===== config.mk =====
export PLATFORM = sky130hd
export DESIGN_NAME = cla_adder_bist
export DESIGN_NICKNAME = d
export VERILOG_FILES = /design/src/rtl/cla_adder_bist.sv
export SDC_FILE = /design/constraint.sdc
export NUM_CORES = 1
export LEC_CHECK = 0
export ABC_CLOCK_PERIOD_IN_PS = 8150
export BUFFER_PORTS_ARGS = -buffer_cell sky130_fd_sc_hd__clkbuf_2
export CAP_MARGIN = 0
export CORE_ASPECT_RATIO = 0.7
export CORE_MARGIN = 2
export CORE_UTILIZATION = 55
export CTS_CLUSTER_SIZE = 12
export DETAILED_ROUTE_END_ITERATION = 16
export PLACE_DENSITY = 0.76
export REMOVE_ABC_BUFFERS = 1
export SYNTH_ARGS = -nofsm -noshare
export SYNTH_HDL_FRONTEND = slang
export SYNTH_SLANG_ARGS = --single-unit

===== constraint.sdc =====
create_clock -name clk -period 8.15 [get_ports clk]
set_clock_uncertainty 0.2 [all_clocks]
set_input_delay 0 -clock clk [delete_from_list [all_inputs] [get_ports clk]]
set_output_delay 0 -clock clk [all_outputs]
set_load 0.01 [all_outputs]

===== src/rtl/cla_adder_bist.sv =====
// Exhaustive self-test initiator for a WIDTH-bit carry-lookahead adder: walks every {c0,a,b}
// vector, samples {c4,sum} after a settle time and records error count and first failure.
module cla_adder_bist #(
  parameter int WIDTH         = 4,
  parameter int SETTLE_CYCLES = 1,
  parameter int ERR_CNT_W     = 10
) (
  input  logic                 clk,
  input  logic                 rst_n,
  input  logic                 start,
  input  logic                 abort,
  input  logic [WIDTH-1:0]     sum_i,
  input  logic                 c4_i,
  output logic [WIDTH-1:0]     a_o,
  output logic [WIDTH-1:0]     b_o,
  output logic                 c0_o,
  output logic                 busy,
  output logic                 done,
  output logic                 pass,
  output logic [ERR_CNT_W-1:0] err_count,
  output logic                 fail_valid,
  output logic [2*WIDTH:0]     fail_vec,
  output logic [WIDTH:0]       fail_got
);

  localparam int VW   = 2 * WIDTH + 1;
  localparam int SC_W = (SETTLE_CYCLES > 1) ? $clog2(SETTLE_CYCLES) : 1;
  localparam logic [SC_W-1:0] SETTLE_LAST = SC_W'(SETTLE_CYCLES - 1);

  typedef enum logic [2:0] {
    S_IDLE,
    S_APPLY,
    S_SETTLE,
    S_CHECK,
    S_DONE
  } state_t;

  state_t                 state_q;
  logic [VW-1:0]          vec_q;
  logic [SC_W-1:0]        settle_q;
  logic [WIDTH-1:0]       a_q, b_q;
  logic                   c0_q;
  logic                   busy_q, done_q, fail_valid_q;
  logic [ERR_CNT_W-1:0]   err_q;
  logic [VW-1:0]          fail_vec_q;
  logic [WIDTH:0]         fail_got_q;

  logic [WIDTH:0]         expected_d;
  logic [WIDTH:0]         got_d;
  logic                   mismatch_d;

  // Reference sum is kept one bit wider so the carry-out is compared too.
  assign expected_d = {1'b0, a_q} + {1'b0, b_q} + {{WIDTH{1'b0}}, c0_q};
  assign got_d      = {c4_i, sum_i};
  assign mismatch_d = (got_d != expected_d);

  always_ff @(posedge clk or negedge rst_n) begin
    if (!rst_n) begin
      state_q      <= S_IDLE;
      vec_q        <= '0;
      settle_q     <= '0;
      a_q          <= '0;
      b_q          <= '0;
      c0_q         <= 1'b0;
      busy_q       <= 1'b0;
      done_q       <= 1'b0;
      err_q        <= '0;
      fail_valid_q <= 1'b0;
      fail_vec_q   <= '0;
      fail_got_q   <= '0;
    end else if (abort) begin
      // Results are left intact so they can still be inspected after an abort.
      state_q <= S_IDLE;
      a_q     <= '0;
      b_q     <= '0;
      c0_q    <= 1'b0;
      busy_q  <= 1'b0;
      done_q  <= 1'b0;
    end else begin
      case (state_q)
        S_IDLE, S_DONE: begin
          if (start) begin
            state_q      <= S_APPLY;
            vec_q        <= '0;
            err_q        <= '0;
            fail_valid_q <= 1'b0;
            fail_vec_q   <= '0;
            fail_got_q   <= '0;
            busy_q       <= 1'b1;
            done_q       <= 1'b0;
          end
        end
        S_APPLY: begin
          {c0_q, a_q, b_q} <= vec_q;
          settle_q         <= '0;
          state_q          <= S_SETTLE;
        end
        S_SETTLE: begin
          if (settle_q == SETTLE_LAST) begin
            state_q <= S_CHECK;
          end else begin
            settle_q <= settle_q + 1'b1;
          end
        end
        S_CHECK: begin
          if (mismatch_d) begin
            if (!(&err_q)) begin
              err_q <= err_q + 1'b1;
            end
            if (!fail_valid_q) begin
              fail_valid_q <= 1'b1;
              fail_vec_q   <= {c0_q, a_q, b_q};
              fail_got_q   <= got_d;
            end
          end
          if (&vec_q) begin
            state_q <= S_DONE;
            busy_q  <= 1'b0;
            done_q  <= 1'b1;
          end else begin
            vec_q   <= vec_q + 1'b1;
            state_q <= S_APPLY;
          end
        end
        default: state_q <= S_IDLE;
      endcase
    end
  end

  assign a_o        = a_q;
  assign b_o        = b_q;
  assign c0_o       = c0_q;
  assign busy       = busy_q;
  assign done       = done_q;
  assign pass       = done_q && (err_q == '0);
  assign err_count  = err_q;
  assign fail_valid = fail_valid_q;
  assign fail_vec   = fail_vec_q;
  assign fail_got   = fail_got_q;

endmodule


==> run_results.csv, run 1 <==
group,metric,value,unit
run_status,result_of_the_run,"finished, final reports clean",
clocking,clock-root-buffer,"clkbuf_8",
pwr,peakVddDrop,0.1419,mV
clocking,clock_tree_from_tritoncts,"built",
drt,detailroute.via_count,2104,
grt,largest_net_degree_at_the_start_of_global_routing,49,
drt,remaining_number_of_nets_flagged_by_the_antenna_check_after_routing,0,
place,finalWeightedCongestion,0.8322,
clocking,worst_skew_pair.late_latency,0.30,ns
yosys,synth_mux_area_frac,0.03955,
yosys,synth_area_leader_cell,"dfrtp_1",
yosys,synth-seq-area-share,0.4688,
yosys,synthesis.area_per_instance,11.05,um^2
timing,post-route-period-util,0.4430,
pwr,power,504.5,uW
worst_setup_path,worstReg2RegEnd,"fail_valid",
clocking,cts_setup_buffers,0,
timing,setup_ws,4.539,ns
timing,final.hold.worst_slack,0.1211,ns
yosys,asyncSetResetFlopFracSynth,1.000,
die,core_area,0.004404,mm^2
yosys,synthesis.instances,232,
drt,drt_pass_1_iters,4,
die,die-height,61.11,um
yosys,synth_xor_area_frac,0.04346,
drt,post_route_drc,0,
place,pre_cts_slack,4.583,ns
worst_setup_path,worst_ep_required_time,8.19,ns
worst_setup_path,worstSetupEndpointType,"register",
die,boundaryPins,46,
timing,rsz0062_at_grt,"false",
grt,all_layer_gr_usage,0.2403,
drt,routed_wirelength,5739,um
yosys,synth_edf_count,0,
place,placedCellCount,318,
timing,report.final.slew_viol_count,0,
yosys,synthDistinctLibCells,49,
worst_setup_path,reg2reg_from,"a_o[0]",
timing,final_hold_viol_count,0,
yosys,synth_ff_type,"dfrtp_1",
worst_setup_path,r2r_setup_slack,4.54,ns
die,dieWidth,85.58,um
yosys,cell_types_occupying_the_most_area_after_synthesis,"dfrtp_1, a32o_1, mux2i_1",
worst_setup_path,timing_worst_setup_path_type,"reg -> reg",
flow_run,max_cap_violations,0,
die,die-area,0.005229,mm^2
min_path,hold_path_class,"in -> async",
cells_and_area,antenna_cells,0,
clocking,cts_inserted_buffers,5,
worst_setup_path,worst-path-max-fanout,31,
yosys,ys.warnings.count,0,
cells_and_area,finish.cell_count_without_fillers,335,
clocking,ctsLongestPathBuffers,2,
grt,antenna_violations_before_repair,0,
grt,grt_overflow_total,0,
clocking,clk_transition_reported_paths,0.09,ns
grt,grt_first_pass_wirelength,9742,um
worst_setup_path,worst_ep_arrival_time,3.65,ns
timing,min_tclk_post_route,3.611,ns
drt,vias_per_cell,6.281,
timing,max_slew.worst_pin.slew,1.126,ns
clocking,cts.repair.resized,0,
yosys,ys_ff_latch,48,
worst_setup_path,timing.reg2reg.worst_path_depth,7,
yosys,synthesis.area,0.002562,mm^2
pwr,leakage_power,0.001441,uW
timing,final.setup.tns,0,ns
drt,wl_per_cell,17.13,um
clocking,numClockSinks,48,
clocking,htreeDepth,2,
yosys,synth_adder_area_share,0.04980,
timing,max_clock_freq,0.2770,GHz
timing,timing.final.setup_violations,0,
timing,maxSlewHeadroom,0.2493,
yosys,synth_top_area_frac,0.4688,
yosys,synth_simple_gate_area_share,0.1538,
worst_setup_path,critical_path.startpoint_type,"register",
place,port_buffers,45,
cells_and_area,drive_above_1_share,0.2250,
cells_and_area,final_layout_net_count,297,
grt,via_count_of_the_first_global_routing_pass,2015,
pwr,power_density,169.8,mW/mm^2
yosys,synth-compound-area-share,0.1904,
drt,drt_iter0_drc,176,
die,initial_utilization,0.5818,
yosys,dominant_combinational_cell_family_by_area_after_synthesis,"compound AO/OA/AOI/OAI gates",
die,floorplan.rows,20,
cells_and_area,areaGrowthSynthToFinish,15.97,%
place,detailed_place_hpwl,3941,um
-- metal layers --
| layer | global-route usage | share of wire | vias up |
|---|---|---|---|
| met5 | 0 | 0 | - |
| met4 | 0.06803 | 0.012 | 0 |
| met3 | 0.04692 | 0.053 | 9 |
| met2 | 0.3828 | 0.44 | 65 |
| met1 | 0.3441 | 0.49 | 1053 |
| li1 | - | - | 977 |
-- sequential cells by signal, indices dropped and copies added (netlist names) --
register	count
fail_got	5
vec_q	9
c0_o	1
fail_vec	9
done	1
err_count	10
state_q	3
fail_valid	1
busy	1
b_o	4
a_o	4
-- what timing repair did --
action                                 in CTS  in global routing
setup endpoints to repair                   0                  0
endpoints found under the hold margin      68                  0
hold buffers                                9                  0
-- power by group --
| part | internal (uW) | switching (uW) |
|---|---|---|
| Combinational | 29.7 | 42.9 |
| Sequential | 247 | 12.7 |
| Clock | 90.8 | 81.6 |
| Total | 367 | 137 |
-- worst max-delay path: stages (launching register included) --
cell      delay (ns)
dfrtp_1         0.44
fa_1            0.49
fa_1            0.43
nand3_1         0.11
a21boi_0        0.10
o221ai_2        0.49
and2_1          0.96
a22o_1          0.30
-- cells in the final DEF, fill, tap and decap left out, drive strengths merged, types with 2 or more instances in the layout --
cell	Yosys	final
nor3	5	5
ha	7	7
mux2i	9	9
a31o	2	2
dfrtp	48	48
xnor2	4	4
nand3b	2	2
nand3	13	13
buf	9	2
a32o	16	16
nor2	16	16
inv	10	10
and3	4	4
nand4	2	2
nand2	7	7
and3b	2	2
nor4	3	3
nor3b	3	3
a22o	4	4
a41o	4	4
a21oi	14	14
a31oi	8	8
and4	2	2
dlygate4sd3	0	9
o31ai	7	7
clkbuf	7	50
xor2	6	6
fa	2	2
-- Yosys cell counts (all sizes together) (2+ instances only) --
master	instances
and4	2
a31o	2
o31ai	7
nor4	3
fa	2
buf	9
nor3b	3
nand2	7
nand4	2
clkbuf	7
a32o	16
nor3	5
nand3b	2
mux2i	9
a22o	4
xnor2	4
dfrtp	48
nor2	16
a41o	4
and3	4
and3b	2
a31oi	8
xor2	6
inv	10
a21oi	14
ha	7
nand3	13
-- worst max path at each step --
stage,from,end,slack (ns),depth (start not counted)
after floorplan,a_o[0],fail_got[0],5.05,7
after global placement,a_o[0],err_count[3],4.64,7
after detailed placement,a_o[0],fail_vec[3],4.58,7
after CTS,a_o[0],fail_vec[3],4.56,7
after global routing,a_o[0],err_count[3],4.30,7
final,a_o[0],fail_valid,4.54,7
-- stage by stage --
step                        util  area, um^2
final                     0.6747        2972
after global routing      0.6747        2972
after CTS                 0.6747        2972
after detailed placement  0.6290        2770
after global placement    0.6290        2770
after floorplan                -        2461
-- layout make-up --
| class | instances | area, um^2 |
|---|---|---|
| Tap cell | 55 | 68.82 |
| Sequential cell | 48 | 1201 |
| Clock buffer | 5 | 68.82 |
| Inverter | 10 | 37.54 |
| Fill cell | 346 | 1433 |
| Multi-Input combinational cell | 158 | 1222 |
| Timing Repair Buffer | 56 | 330.3 |
| Clock inverter | 3 | 42.54 |
-- logic make-up (layout without fill, tap and decap cells) --
kind of cell | count (synthesis) | count (layout)
DFF | 48 | 48
AOI/OAI and AO/OA | 62 | 62
adders and majority gates | 9 | 9
buffers and inverters | 26 | 74
xor gates and xnor gates | 11 | 11
and+or+nand+nor | 66 | 66
muxes | 10 | 10
No activity file was read; power rests on OpenSTA's default activity.
==> run 2: changes to the inputs <==
Settings changed: ABC_CLOCK_PERIOD_IN_PS 8150 to 3400.
Clock period 8.15 ns to 3.4 ns, I/O delays scaled along.
==> run_results.csv, run 2 (synthesized netlist as in run 1, its figures left out) <==
group,metric,value,unit
grt,all_layer_gr_usage,0.2400,
clocking,numClockSinks,48,
timing,final_hold_viol_count,0,
timing,max_clock_freq,0.3167,GHz
worst_setup_path,slowest_stage,"fa_1",
cells_and_area,finish.instance_area,0.003004,mm^2
worst_setup_path,reg2reg_from,"a_o[0]",
worst_setup_path,crit_path_max_incr_delay,0.49,ns
drt,wl_per_cell,17.28,um
worst_setup_path,worst-path-max-fanout,20,
clocking,clk_transition_reported_paths,0.08,ns
worst_setup_path,worstSetupEndpointType,"register",
cells_and_area,largest_register_ffs,10,
worst_setup_path,worst_ep_arrival_time,3.15,ns
grt,antenna_violations_before_repair,0,
worst_setup_path,worst_ep_required_time,3.40,ns
timing,report.final.slew_viol_count,0,
cells_and_area,final_layout_net_count,303,
worst_setup_path,worstReg2RegEnd,"fail_vec[8]",
drt,post_route_drc,0,
worst_setup_path,critical_path.most_common_cell,"fa_1",
drt,drt_iter0_drc,195,
drt,detailroute.via_count,2070,
timing,post-route-period-util,0.9286,
timing,final.setup.tns,0,ns
grt,via_count_of_the_first_global_routing_pass,1898,
worst_setup_path,path_delay_family,"adder cells",
die,die-height,61.11,um
pwr,peakVddDrop,0.2441,mV
drt,routed_wirelength,5874,um
clocking,clock-root-buffer,"clkbuf_8",
grt,grt_first_pass_wirelength,9611,um
cells_and_area,drive_above_1_share,0.2351,
timing,timing.final.setup_violations,0,
drt,drt_pass_1_iters,5,
pwr,power_density,390.1,mW/mm^2
clocking,clock_tree_from_tritoncts,"built",
worst_setup_path,r2r_setup_slack,0.24,ns
cells_and_area,antenna_cells,0,
worst_setup_path,timing.reg2reg.worst_path_depth,8,
timing,rsz0062_at_grt,"false",
place,finalWeightedCongestion,0.8342,
drt,remaining_number_of_nets_flagged_by_the_antenna_check_after_routing,0,
place,port_buffers,45,
clocking,ctsLongestPathBuffers,2,
min_path,hold_path_class,"in -> async",
die,floorplan.rows,20,
cells_and_area,final_cell_mix,"dfrtp_1, clkbuf_2, nor2_1, a32o_1",
cells_and_area,commonest_non_fill_non_tap_cell_in_the_layout,"dfrtp_1",
place,detailed_place_hpwl,3982,um
clocking,worst_skew_pair.late_latency,0.31,ns
clocking,htreeDepth,2,
die,dieWidth,85.58,um
grt,grt_overflow_total,0,
grt,largest_net_degree_at_the_start_of_global_routing,36,
die,initial_utilization,0.5818,
timing,maxSlewHeadroom,0.3936,
die,boundaryPins,46,
place,detailed_place.area,0.002800,mm^2
die,die-area,0.005229,mm^2
worst_setup_path,worst-path-buf-inv,1,
timing,max_slew.worst_pin.slew,0.9021,ns
cells_and_area,areaGrowthSynthToFinish,17.24,%
timing,min_tclk_post_route,3.157,ns
worst_setup_path,timing_worst_setup_path_type,"reg -> reg",
clocking,cts_inserted_buffers,5,
drt,vias_per_cell,6.088,
worst_setup_path,critical_path.startpoint_type,"register",
flow_run,max_cap_violations,0,
worst_setup_path,worstPathCellList,"fa_1 -> fa_1 -> xor2_1 -> nor4_2 -> o221ai_2 -> and2_1 -> buf_4 -> a32o_1",
run_status,result_of_the_run,"finished, final reports clean",
die,core_area,0.004404,mm^2
pwr,leakage_power,0.001466,uW
-- run 2: cell count changes in the layout (fill, tap and decap cells not counted), sizes merged --
| cell | before | now |
|---|---|---|
| clkinv | 1 | 0 |
| buf | 2 | 7 |
| clkbuf | 50 | 52 |
| bufinv | 1 | 0 |
| clkinvlp | 1 | 0 |
| dlygate4sd3 | 9 | 10 |
-- run 2: where the power goes --
part	internal [uW]	leakage [uW]	switching [uW]	total [uW]
clock network	181	0.0000503	187	368
registers	592	0.000666	29.2	621
logic	78.0	0.000749	105	183
total	851	0.00147	321	1170
-- run 2: layout make-up --
class	instances	area, um^2
Timing Repair Buffer	62	377.9
Fill cell	356	1400
Tap cell	55	68.82
Inverter	10	37.54
Sequential cell	48	1201
Multi-Input combinational cell	158	1222
Clock buffer	7	96.34
-- run 2: how the worst max path moves through the flow --
stage            from          end  slack [ns]  cells after the start
6_report       a_o[0]  fail_vec[8]        0.24                      8
3_5_place_dp   a_o[0]  fail_vec[5]        0.27                      8
3_3_place_gp   a_o[0]  fail_vec[5]        0.29                      8
2_1_floorplan  a_o[0]  fail_got[0]        0.30                      7
4_1_cts        a_o[0]  fail_vec[0]        0.23                      8
5_1_grt        b_o[0]  fail_vec[8]        0.08                      8
-- run 2: repair_timing --
action	CTS	global route
hold buffers	10	0
buffers inserted	0	1
endpoints found under the setup margin	0	13
gates resized for setup	0	0
endpoints found under the hold margin	67	0
-- run 2: tightest hold or removal path, delay by kind of cell --
family | cells | cell delay, ns
buffers and inverters | 3 | 1.01
-- run 2: metrics by stage --
stage,utilization,total power (uW),setup WS [ns],cells,hold WS (ns)
2_1_floorplan,-,731.8,0.3049,216,-0.4956
3_3_place_gp,0.6358,801.6,0.2909,322,-0.2844
3_5_place_dp,0.6358,802.4,0.2743,322,-0.2828
4_1_cts,0.6804,1171,0.2347,339,0.09177
5_1_grt,0.6821,1231,0.07774,340,0.1399
6_report,0.6821,1172,0.2427,340,0.06824
-- run 2: per-layer routing --
layer,vias to the layer above,GRT usage,share of wire
li1,987,-,-
met1,1003,0.3650,0.49
met2,78,0.3482,0.43
met3,2,0.06434,0.079
met4,0,0.05215,0.0032
met5,-,0,0
